--- config.mk ---
export PLATFORM = sky130hd
export DESIGN_NAME = alu_nibble_sequencer_flat
export DESIGN_NICKNAME = d
export VERILOG_FILES = /design/src/rtl/alu_nibble_sequencer_if.sv /design/src/rtl/alu_nibble_sequencer.sv /design/src/flat_wrapper.sv
export SDC_FILE = /design/constraint.sdc
export NUM_CORES = 1
export LEC_CHECK = 0
export ABC_AREA = 1
export BUFFER_PORTS_ARGS = -buffer_cell sky130_fd_sc_hd__buf_2
export CELL_PAD_IN_SITES_DETAIL_PLACEMENT = 1
export CELL_PAD_IN_SITES_GLOBAL_PLACEMENT = 1
export CORE_UTILIZATION = 41
export DETAILED_ROUTE_END_ITERATION = 10
export GPL_TIMING_DRIVEN = 0
export PLACE_DENSITY_LB_ADDON = 0.15
export SYNTH_ARGS = -nofsm -noshare
export SYNTH_HDL_FRONTEND = slang
export SYNTH_SLANG_ARGS = --single-unit
export TNS_END_PERCENT = 20
--- constraint.sdc ---
create_clock -name clk -period 4.8 [get_ports clk]
set_input_delay 0.96 -clock clk [delete_from_list [all_inputs] [get_ports clk]]
set_output_delay 0.96 -clock clk [all_outputs]
set_load 0.005 [all_outputs]
--- src/rtl/alu_nibble_sequencer_if.sv ---
// Host-side bus of the nibble sequencer: request, operands, status and result.
interface alu_nibble_sequencer_if #(
    parameter int WIDTH = 16
);
    logic             start;
    logic [WIDTH-1:0] a;
    logic [WIDTH-1:0] b;
    logic [3:0]       s;
    logic             m;
    logic             cn;
    logic             busy;
    logic             done;
    logic [WIDTH-1:0] f;
    logic             cn_out;
    logic             equal;

    // Host side issues requests and observes results.
    modport master (
        output start, a, b, s, m, cn,
        input  busy, done, f, cn_out, equal
    );

    // Sequencer side accepts requests and reports results.
    modport slave (
        input  start, a, b, s, m, cn,
        output busy, done, f, cn_out, equal
    );
endinterface

--- src/rtl/alu_nibble_sequencer.sv ---
// Runs one external 4-bit 74181 slice over a WIDTH-bit operation, one nibble
// per clock, LSB nibble first, chaining the carry and AND-ing the A=B outputs.
module alu_nibble_sequencer #(
    parameter int WIDTH = 16,
    localparam int NIBBLES = WIDTH / 4
) (
    input  logic                   clk,
    input  logic                   rst,
    alu_nibble_sequencer_if.slave  bus,
    output logic [3:0]             alu_a,
    output logic [3:0]             alu_b,
    output logic [3:0]             alu_s,
    output logic                   alu_m,
    output logic                   alu_cn,
    input  logic [3:0]             alu_f,
    input  logic                   alu_cn4,
    input  logic                   alu_equal
);
    localparam int IDX_W = $clog2(NIBBLES);

    typedef enum logic [1:0] {
        IDLE = 2'd0,
        RUN  = 2'd1,
        DONE = 2'd2
    } state_t;

    state_t             state_reg;
    state_t             state_next;
    logic [WIDTH-1:0]   a_reg;
    logic [WIDTH-1:0]   b_reg;
    logic [3:0]         s_reg;
    logic               m_reg;
    logic [IDX_W-1:0]   idx_reg;
    logic               carry_reg;
    logic               eq_acc_reg;
    logic               cn_out_reg;
    logic               equal_reg;
    logic [3:0]         f_nib_reg [NIBBLES];
    logic               accept;
    logic               last_nib;

    assign accept   = (state_reg == IDLE) && bus.start;
    assign last_nib = (idx_reg == IDX_W'(NIBBLES - 1));

    // State register.
    always_ff @(posedge clk or posedge rst) begin
        if (rst) begin
            state_reg <= IDLE;
        end else begin
            state_reg <= state_next;
        end
    end

    // Next-state logic: start only counts in IDLE; RUN ends on the last nibble.
    always_comb begin
        state_next = state_reg;
        case (state_reg)
            IDLE:    if (bus.start) state_next = RUN;
            RUN:     if (last_nib)  state_next = DONE;
            DONE:    state_next = IDLE;
            default: state_next = IDLE;
        endcase
    end

    // Status outputs decoded from the registered state.
    always_comb begin
        bus.busy = 1'b0;
        bus.done = 1'b0;
        case (state_reg)
            RUN:     bus.busy = 1'b1;
            DONE:    bus.done = 1'b1;
            default: ;
        endcase
    end

    // Operand latch, nibble index, carry chain and A=B accumulation.
    always_ff @(posedge clk or posedge rst) begin
        if (rst) begin
            a_reg      <= '0;
            b_reg      <= '0;
            s_reg      <= '0;
            m_reg      <= 1'b0;
            idx_reg    <= '0;
            carry_reg  <= 1'b0;
            eq_acc_reg <= 1'b0;
            cn_out_reg <= 1'b0;
            equal_reg  <= 1'b0;
        end else if (accept) begin
            a_reg      <= bus.a;
            b_reg      <= bus.b;
            s_reg      <= bus.s;
            m_reg      <= bus.m;
            idx_reg    <= '0;
            carry_reg  <= bus.cn;
            eq_acc_reg <= 1'b1;
        end else if (state_reg == RUN) begin
            carry_reg  <= alu_cn4;
            eq_acc_reg <= eq_acc_reg & alu_equal;
            if (last_nib) begin
                // Back to nibble 0 so the idle slice drive shows the LSB nibble.
                idx_reg    <= '0;
                cn_out_reg <= alu_cn4;
                equal_reg  <= eq_acc_reg & alu_equal;
            end else begin
                idx_reg <= idx_reg + 1'b1;
            end
        end
    end

    // Each result nibble is written only on the RUN edge that addresses it.
    for (genvar gi = 0; gi < NIBBLES; gi++) begin : g_f_nib
        always_ff @(posedge clk or posedge rst) begin
            if (rst) begin
                f_nib_reg[gi] <= '0;
            end else if ((state_reg == RUN) && (idx_reg == IDX_W'(gi))) begin
                f_nib_reg[gi] <= alu_f;
            end
        end
        assign bus.f[gi*4 +: 4] = f_nib_reg[gi];
    end

    assign bus.cn_out = cn_out_reg;
    assign bus.equal  = equal_reg;

    // Slice drive comes straight from the latched registers in every state.
    assign alu_a  = a_reg[4*idx_reg +: 4];
    assign alu_b  = b_reg[4*idx_reg +: 4];
    assign alu_s  = s_reg;
    assign alu_m  = m_reg;
    assign alu_cn = carry_reg;
endmodule

--- src/flat_wrapper.sv ---
// flat-port wrapper written by rule: the top's interface ports become plain ports
module alu_nibble_sequencer_flat 
#(
    parameter int WIDTH = 16,
    localparam int NIBBLES = WIDTH / 4
)
  (clk, rst, alu_a, alu_b, alu_s, alu_m, alu_cn, alu_f, alu_cn4, alu_equal, bus_start, bus_a, bus_b, bus_s, bus_m, bus_cn, bus_busy, bus_done, bus_f, bus_cn_out, bus_equal);
  alu_nibble_sequencer_if #(.WIDTH(WIDTH)) bus_i ();
  input  logic clk;
  input  logic rst;
  output logic [3:0] alu_a;
  output logic [3:0] alu_b;
  output logic [3:0] alu_s;
  output logic alu_m;
  output logic alu_cn;
  input  logic [3:0] alu_f;
  input  logic alu_cn4;
  input  logic alu_equal;
  input wire logic [$bits(bus_i.start)-1:0] bus_start;
  input wire logic [$bits(bus_i.a)-1:0] bus_a;
  input wire logic [$bits(bus_i.b)-1:0] bus_b;
  input wire logic [$bits(bus_i.s)-1:0] bus_s;
  input wire logic [$bits(bus_i.m)-1:0] bus_m;
  input wire logic [$bits(bus_i.cn)-1:0] bus_cn;
  output wire logic [$bits(bus_i.busy)-1:0] bus_busy;
  output wire logic [$bits(bus_i.done)-1:0] bus_done;
  output wire logic [$bits(bus_i.f)-1:0] bus_f;
  output wire logic [$bits(bus_i.cn_out)-1:0] bus_cn_out;
  output wire logic [$bits(bus_i.equal)-1:0] bus_equal;
  assign bus_i.start = bus_start;
  assign bus_i.a = bus_a;
  assign bus_i.b = bus_b;
  assign bus_i.s = bus_s;
  assign bus_i.m = bus_m;
  assign bus_i.cn = bus_cn;
  assign bus_busy = bus_i.busy;
  assign bus_done = bus_i.done;
  assign bus_f = bus_i.f;
  assign bus_cn_out = bus_i.cn_out;
  assign bus_equal = bus_i.equal;
  alu_nibble_sequencer #(.WIDTH(WIDTH)) u_core (.clk(clk), .rst(rst), .bus(bus_i), .alu_a(alu_a), .alu_b(alu_b), .alu_s(alu_s), .alu_m(alu_m), .alu_cn(alu_cn), .alu_f(alu_f), .alu_cn4(alu_cn4), .alu_equal(alu_equal));
endmodule
==> results.yml, run 1 <==
clock_tree:
  postCtsHoldBufs: 0
  htree_levels: 3
  cts.clk_slew.worst_paths_ns: 0.07
  clk_path_buf_depth: 2
  insertion_delay_ns: 0.34
  cts_inserted_buffers: 9
  cts_tree: "yes"
  postCtsResizedCells: 0
  clock-root-buffer: "clkbuf_8"
  post_cts_buffers: 0
  cts_sinks: 61
placement:
  gp_congestion: 0.754
  numPortBuffers: 80
  dp.cells: 469
  hpwl_microns: 5220
drt:
  wire_per_inst_microns: 14.8
  wl_microns: 7190
  drtIter0Drc: 128
  antenna_left: 0
  via_count: 2377
  viasPerCell: 4.90
  first_pass_iters: 7
  drc: 14
sta:
  rsz0062_at_grt: "no"
  min_period_ns: 2.81
  final_hold_viol_count: 0
  slew_headroom_pct: 55.9
  period_share_pct: 58.6
  fmax_ghz: 0.356
  tns_ns: 0
  worst_pin_slew_ns: 0.661
  skew_ns: 0.00859
  maxSlewViolCount: 0
  finalSetupViolCount: 0
synthesis:
  yosys.area.top_type: "dfrtp_1"
  ys_seq_area_share_pct: 54.9
  syn_inst: 311
  syn_nets: 363
  avgSynthCellArea_sq_um: 8.95
  ys_warn_count: 0
  ys_ff_latch: 61
  netlist_area_sq_um: 2780
  synth_top_area_share_pct: 54.9
  synth.area.top_cells: "dfrtp_1 55%, nand2_1 12%, nand3_1 5.4%, o21ai_0 5.0%, nor2_1 3.2%"
  synth_cell_type_count: 21
setup_path:
  crit_type: "reg2out"
  rr_worst_depth: 5
  regToRegSetupSlack_ns: 3.21
  cp-start-kind: "flop"
  arrival_ns: 1.85
  crit_fanout: 12
  timing.rr.end: "u_core.bus.f[3]"
  worst_ep_required_time_ns: 3.84
  timing.rr.start: "u_core.idx_reg[0]"
  cp-end-kind: "output port"
min_path:
  hold_end: "u_core.b_reg[1]"
  hold_class: "reg2reg"
  hold_path_depth: 2
  worstHoldStart: "u_core.b_reg[1]"
global_routing:
  grt_pass1_vias: 2525
  antenna_found_initial: 0
  track_usage_pct: 22.1
  grt_overflow: 0
  grt_max_degree: 33
  grt_pass1_wl_microns: 12200
floorplan:
  top_level_ports: 81
  die_x_microns: 84.4
  die_h_microns: 84.4
  coreArea_sq_um: 6460
  start_util_pct: 43.1
  rows: 29
  die_area_sq_um: 7120
layout:
  final_nets: 455
  fillers: 837
  final_cells: 485
  n_antenna_cell: 0
  final_layout_size_suffix_gt1_share_pct: 31.6
  area_growth_pct: 24.6
run:
  cap_violations: 0
power_and_ir_drop:
  peakVddDrop_mv: 0.233
  p_leak_nw: 1.92
  power.density_nw_per_um2: 670
status:
  violations: "design-rule violations"
  outcome: "finished with violations"
worst max path at each step:
| stage | start | endpoint | slack [ns] |
|---|---|---|---|
| CTS | u_core.idx_reg[0] | alu_b[3] | 1.98 |
| global route | u_core.idx_reg[0] | alu_b[3] | 1.88 |
| finish | u_core.idx_reg[0] | alu_b[3] | 1.99 |
| detailed placement | u_core.idx_reg[0] | alu_b[3] | 2.38 |
| floorplan | rst | u_core.a_reg[0] | 2.33 |
| global placement | rst | u_core.bus.equal | 1.46 |
cells in the final DEF (no fill, tap or decap), drive strengths merged:
cell type / count
clkinv: 6
buf: 95
or2: 1
a21oi: 9
o21ai: 28
nand3: 30
ha: 5
clkbuf: 11
dfrtp: 61
nand2: 106
nor2: 25
o211ai: 9
inv: 20
clkinvlp: 1
a22oi: 1
critical path, stage by stage (launching register included):
cell and delay, ns:
dfrtp_1 0.63, inv_2 0.21, buf_6 0.20, o211ai_1 0.23
nand2_1 0.11, buf_2 0.14
synthesized netlist by cell type, drive strengths merged:
cell type  number
a21oi           9
a22oi           1
buf            14
clkbuf          1
clkinv          1
dfrtp          61
ha              5
inv            20
nand2         106
nand3          30
nor2           25
o211ai          9
o21ai          28
or2             1
final cells by class:
| cell class | instances | area (sq um) | area share [%] |
|---|---|---|---|
| flip-flops and latches | 61 | 1530 | 44.0 |
| clock inverters | 6 | 40.0 | 1.15 |
| well taps | 77 | 96.3 | 2.78 |
| plain buffers | 15 | 129 | 3.72 |
| repair buffers | 81 | 420 | 12.1 |
| inverters | 21 | 83.8 | 2.42 |
| clock buffers | 10 | 128 | 3.68 |
| multi-input cells | 214 | 1040 | 30.1 |
kinds of logic (layout without fill, tap and decap cells):
kind of cell,count (synthesis),count (layout),share of synthesized area (%)
buffers and inverters,36,133,7.64
DFF,61,61,54.9
adders and majority gates,5,5,2.25
and+or+nand+nor,162,162,25.9
AOI/OAI and AO/OA,47,47,9.35
per-layer routing:
| metal | up-vias | share of wire (%) | track usage (%) |
|---|---|---|---|
| li1 | 1183 | - | - |
| met1 | 1114 | 46 | 28.9 |
| met2 | 66 | 48 | 36.7 |
| met3 | 14 | 3.7 | 3.34 |
| met4 | 0 | 2.4 | 9.71 |
| met5 | - | 0 | 0 |
report_power, final:
group          internal, mW  leakage [nW]  total, mW  switching, mW
clock                 0.186        0.0860      0.397          0.211
combinational         0.424          1.10       1.01          0.587
sequential            0.762         0.738      0.913          0.151
total                  1.37          1.92       2.32          0.950
through the flow:
stage / area, sq um / worst slack [ns] / hold WS (ns) / util, % / total power, mW
2_1_floorplan: 2780 / 2.33 / 0.437 / - / 1.55
3_3_place_gp: 3280 / 1.46 / 0.451 / 50.8 / 1.90
3_5_place_dp: 3300 / 2.38 / 0.456 / 51.1 / 1.95
4_1_cts: 3470 / 1.98 / 0.475 / 53.7 / 2.36
5_1_grt: 3470 / 1.88 / 0.501 / 53.7 / 2.52
6_report: 3470 / 1.99 / 0.474 / 53.7 / 2.32
No activity file was read; power rests on OpenSTA's default activity.
==> run 2, diff against run 1 <==
Settings changed: CORE_UTILIZATION 41 to 34.
Clock period 4.8 ns to 2.4 ns, I/O delays scaled along.
==> run 2 against run 1 <==
  * The flow now finishes without violations
  * Largest power group unchanged
  * Cell area rose by 3.2%
  * Register-to-register slack worse by 2.3 ns
  * Die area up 20%
  * Clock-buffer cell count shrank 1
  * Global-route usage decreased by 3.5 points
  * Via count is 0.42% higher
  * First-iteration DRC count down 57%
  * Non-clock buffer count unchanged
  * Sequential cell count did not move
  * Final cell count increased by 5.2%
  * Combinational power grew 98%
==> results.yml, run 2 (synthesis results as in run 1) <==
drt:
  antenna_left: 0
  first_pass_iters: 6
  drc: 0
  drtIter0Drc: 55
  wl_microns: 7010
  wire_per_inst_microns: 13.7
  via_count: 2387
  viasPerCell: 4.68
sta:
  fmax_ghz: 0.445
  finalSetupViolCount: 0
  min_period_ns: 2.25
  skew_ns: 0.00568
  maxSlewViolCount: 0
  period_share_pct: 93.6
  worst_pin_slew_ns: 0.612
  hold_slack_ns: 0.203
  final_hold_viol_count: 0
  timing.final.ws_setup_ns: 0.154
  rsz0062_at_grt: "no"
  slew_headroom_pct: 59.2
clock_tree:
  post_cts_buffers: 0
  cts_tree: "yes"
  clock-root-buffer: "clkbuf_8"
  clk_path_buf_depth: 2
  cts_sinks: 61
  cts.clk_slew.worst_paths_ns: 0.07
  cts_inserted_buffers: 9
  htree_levels: 3
  insertion_delay_ns: 0.34
placement:
  post-place-ws_ns: 0.424
  gp_congestion: 0.758
  hpwl_microns: 5260
  numPortBuffers: 80
  dp.cells: 494
  place_area_sq_um: 3330
power_and_ir_drop:
  power.density_nw_per_um2: 1380
  peakVddDrop_mv: 0.532
  p_leak_nw: 1.95
floorplan:
  top_level_ports: 81
  die_h_microns: 92.5
  start_util_pct: 35.6
  die_area_sq_um: 8550
  rows: 32
  die_x_microns: 92.5
  coreArea_sq_um: 7810
layout:
  final_layout_size_suffix_gt1_share_pct: 32.1
  area_growth_pct: 28.6
  n_antenna_cell: 0
  final_cell_mix: "92 x nand2_1, 84 x buf_2, 60 x dfrtp_1"
  final_cells: 510
  final_nets: 455
  design_area_sq_um: 3580
  final_common_cell: "nand2_1"
global_routing:
  antenna_found_initial: 0
  grt_pass1_vias: 2468
  grt_max_degree: 35
  track_usage_pct: 18.6
  grt_pass1_wl_microns: 12000
  grt_overflow: 0
setup_path:
  cp-end-kind: "output port"
  slowest_delay_ns: 0.40
  crit_fanout: 10
  critPathBufInv: 3
  cp-start-kind: "flop"
  worst_ep_required_time_ns: 1.92
  crit_top_cell: "buf_2"
  crit_type: "reg2out"
  path_delay_family: "buffers and inverters"
  crit_chain: "clkbuf_1 > buf_2 > o211ai_1 > nand2_1 > buf_2"
  arrival_ns: 1.77
  slowest_stage: "dfrtp_1"
status:
  outcome: "finished clean"
min_path:
  hold_class: "in2async"
run:
  cap_violations: 0
## run 2: path summary, 6_finish.rpt
kind                                         from                end  slack, ns  cells after the start
min in group clk                        bus_a[15]   u_core.a_reg[15]       0.37                      3
worst max-delay path            u_core.idx_reg[1]           alu_a[2]       0.15                      5
worst min register to register    u_core.b_reg[0]    u_core.b_reg[0]       0.47                      2
worst max register to register  u_core.idx_reg[0]    u_core.bus.f[8]       0.93                      5
worst min-delay path                          rst    u_core.a_reg[4]       0.20                      2
max in group asynchronous                     rst  u_core.idx_reg[0]       1.58                      3
## run 2: timing repair
action                                 4_1_cts  5_1_grt
hold buffers                                 0        0
endpoints found under the hold margin        0        0
resized for setup                            0        1
setup endpoints to repair                    0        2
## run 2: worst reg2reg max path, delay by kind of cell (launching register included)
| family | cells | cell delay [ns] |
|---|---|---|
| AO/OA/AOI/OAI | 1 | 0.19 |
| AND/OR/NAND/NOR | 1 | 0.09 |
| flip-flops | 1 | 0.51 |
| buffers and inverters | 2 | 0.39 |
| adder cells (fa/ha/maj) | 1 | 0.20 |
## run 2: area by class of cell
type                    count  area, sq um
clock inverters             7          123
well taps                 102          128
inverters                  21         83.8
multi-input cells         214         1040
repair buffers             81          420
flip-flops and latches     61         1530
fillers                   976         4230
clock buffers               9          124
plain buffers              15          129
## run 2: metrics by stage
step           util [%]  setup TNS (ns)  power [mW]
3_3_place_gp       42.4          -30.75        3.82
4_1_cts            45.8               0        5.05
2_1_floorplan         -               0        3.10
6_report           45.8               0        4.95
5_1_grt            45.8               0        5.40
3_5_place_dp       42.7               0        3.89
## run 2: layer usage
metal	GRT usage, %	vias to the layer above	part of all wire, %
met2	31.4	57	50
met5	0	-	0
li1	-	1178	-
met1	22.9	1145	45
met4	5.08	0	1.0
met3	5.83	7	4.4
## run 2: report_power, final
group	leakage (nW)	internal [mW]	total, mW	switching [mW]
combinational	1.10	0.847	2.00	1.15
sequential	0.737	1.53	1.82	0.294
clock	0.116	0.694	1.13	0.437
==> run 3, diff against run 2 <==
Settings changed: BUFFER_PORTS_ARGS -buffer_cell sky130_fd_sc_hd__buf_2 to -buffer_cell sky130_fd_sc_hd__clkbuf_2, HOLD_SLACK_MARGIN from default to 0.08, MAX_ROUTING_LAYER from default to met4.
==> run 3 against run 2 <==
  * Combinational power barely moved
  * Clock skew rose by 0.0056 ns
  * Sequential power barely moved
  * Total power fell by 6.0%
  * Sequential share of layout area rose by 0.98 points
  * Non-clock buffer count did not move
  * Worst hold slack improved by 0.00097 ns
  * Utilization fell by 1.0 points
  * Via count fell by 0.17%
  * Die area did not move
  * Critical endpoint unchanged
  * Highest routed layer unchanged
==> results.yml, run 3 (synthesis results as in run 1) <==
setup_path:
  worst_ep_required_time_ns: 1.92
  crit_fanout: 10
  cp-start-kind: "flop"
  rr_worst_depth: 6
  cp-end-kind: "output port"
  timing.rr.start: "u_core.idx_reg[1]"
  arrival_ns: 1.76
  crit_start: "u_core.idx_reg[1]"
  crit_type: "reg2out"
clock_tree:
  insertion_delay_ns: 0.34
  clock-root-buffer: "clkbuf_8"
  postCtsResizedCells: 0
  cts_inserted_buffers: 9
  cts_tree: "yes"
  cts.clk_slew.worst_paths_ns: 0.07
  cts_sinks: 61
  post_cts_buffers: 0
  htree_levels: 3
  postCtsHoldBufs: 0
  clk_path_buf_depth: 2
power_and_ir_drop:
  peakVddDrop_mv: 0.411
  total_power_mw: 4.65
  p_leak_nw: 1.92
  power.density_nw_per_um2: 1330
placement:
  numPortBuffers: 80
  gp_congestion: 0.748
  dp.cells: 494
  hpwl_microns: 5380
global_routing:
  track_usage_pct: 19.0
  grt_max_degree: 34
  grt_pass1_wl_microns: 12000
  grt_overflow: 0
  antenna_found_initial: 0
  grt_pass1_vias: 2388
sta:
  slew_headroom_pct: 57.4
  finalSetupViolCount: 0
  maxSlewViolCount: 0
  min_period_ns: 2.24
  fmax_ghz: 0.446
  rsz0062_at_grt: "no"
  final_hold_viol_count: 0
  period_share_pct: 93.5
  skew_ns: 0.0113
  worst_pin_slew_ns: 0.638
drt:
  drc: 0
  antenna_left: 0
  first_pass_iters: 4
  via_count: 2383
  viasPerCell: 4.67
  wire_per_inst_microns: 14.2
  drtIter0Drc: 78
  wl_microns: 7220
floorplan:
  die_h_microns: 92.5
  start_util_pct: 35.6
  top_level_ports: 81
  die_area_sq_um: 8550
  rows: 32
  die_x_microns: 92.5
  coreArea_sq_um: 7810
layout:
  final_common_cell: "nand2_1"
  final_cell_mix: "92 x nand2_1, 80 x clkbuf_2, 60 x dfrtp_1"
  n_antenna_cell: 0
  final_nets: 455
  final_cells: 510
  area_growth_pct: 25.7
  final_layout_size_suffix_gt1_share_pct: 32.1
status:
  outcome: "finished clean"
run:
  cap_violations: 0
min_path:
  hold_class: "in2async"
## run 3: cell types whose count changed in the layout (fill, tap and decap cells not counted)
cell | previous run | this run
buf_2 | 84 | 4
bufinv_16 | 3 | 0
clkbuf_2 | 0 | 80
clkinv_2 | 0 | 4
clkinv_4 | 2 | 1
clkinvlp_4 | 2 | 3
inv_6 | 1 | 0
## run 3: path summary, 6_finish.rpt
| path | to | slack, ns |
|---|---|---|
| max reg2reg | u_core.bus.f[1] | 0.94 |
| min | u_core.alu_s[3] | 0.20 |
| min reg2reg | u_core.a_reg[14] | 0.48 |
| max in group asynchronous | u_core.idx_reg[0] | 1.56 |
| max | alu_a[2] | 0.16 |
| min in group clk | u_core.a_reg[6] | 0.37 |
## run 3: critical path, cell delays in order (launching register included)
cell and delay, ns:
dfrtp_1 0.40, clkbuf_1 0.32, buf_2 0.31, o211ai_1 0.17, nand2_1 0.11, clkbuf_2 0.11
## run 3: final cells by class
class                      count  area, sq um
sequential                    61         1530
buffer                        15          129
clock buffer                   9          124
timing repair buffer          81          420
inverter                      21         83.8
tap                          102          128
multi-input combinational    214         1040
clock inverter                 7         42.5
fill                         985         4310
## run 3: routing by layer
| metal | routed length [microns] | GRT usage (%) | vias up |
|---|---|---|---|
| li1 | - | - | 1181 |
| met5 | 0 | - | - |
| met3 | 307 | 2.63 | 9 |
| met4 | 115 | 8.59 | 0 |
| met1 | 3310 | 24.3 | 1131 |
| met2 | 3490 | 30.0 | 62 |
## run 3: report_power, final
part	switching [mW]	internal (mW)	total, mW
registers	0.302	1.53	1.83
clock network	0.429	0.366	0.796
logic	1.18	0.846	2.03
## run 3: through the flow
step	hold WS, ns	setup TNS (ns)	utilization (%)	setup WS (ns)	cell area, sq um
after floorplan	0.437	0	-	0.407	2780
after global routing	0.266	0	44.8	0.0677	3500
after global placement	0.453	-28.83	42.4	-0.475	3310
final	0.204	0	44.8	0.156	3500
after CTS	0.223	0	44.8	0.0832	3500
after detailed placement	0.459	0	42.7	0.466	3330
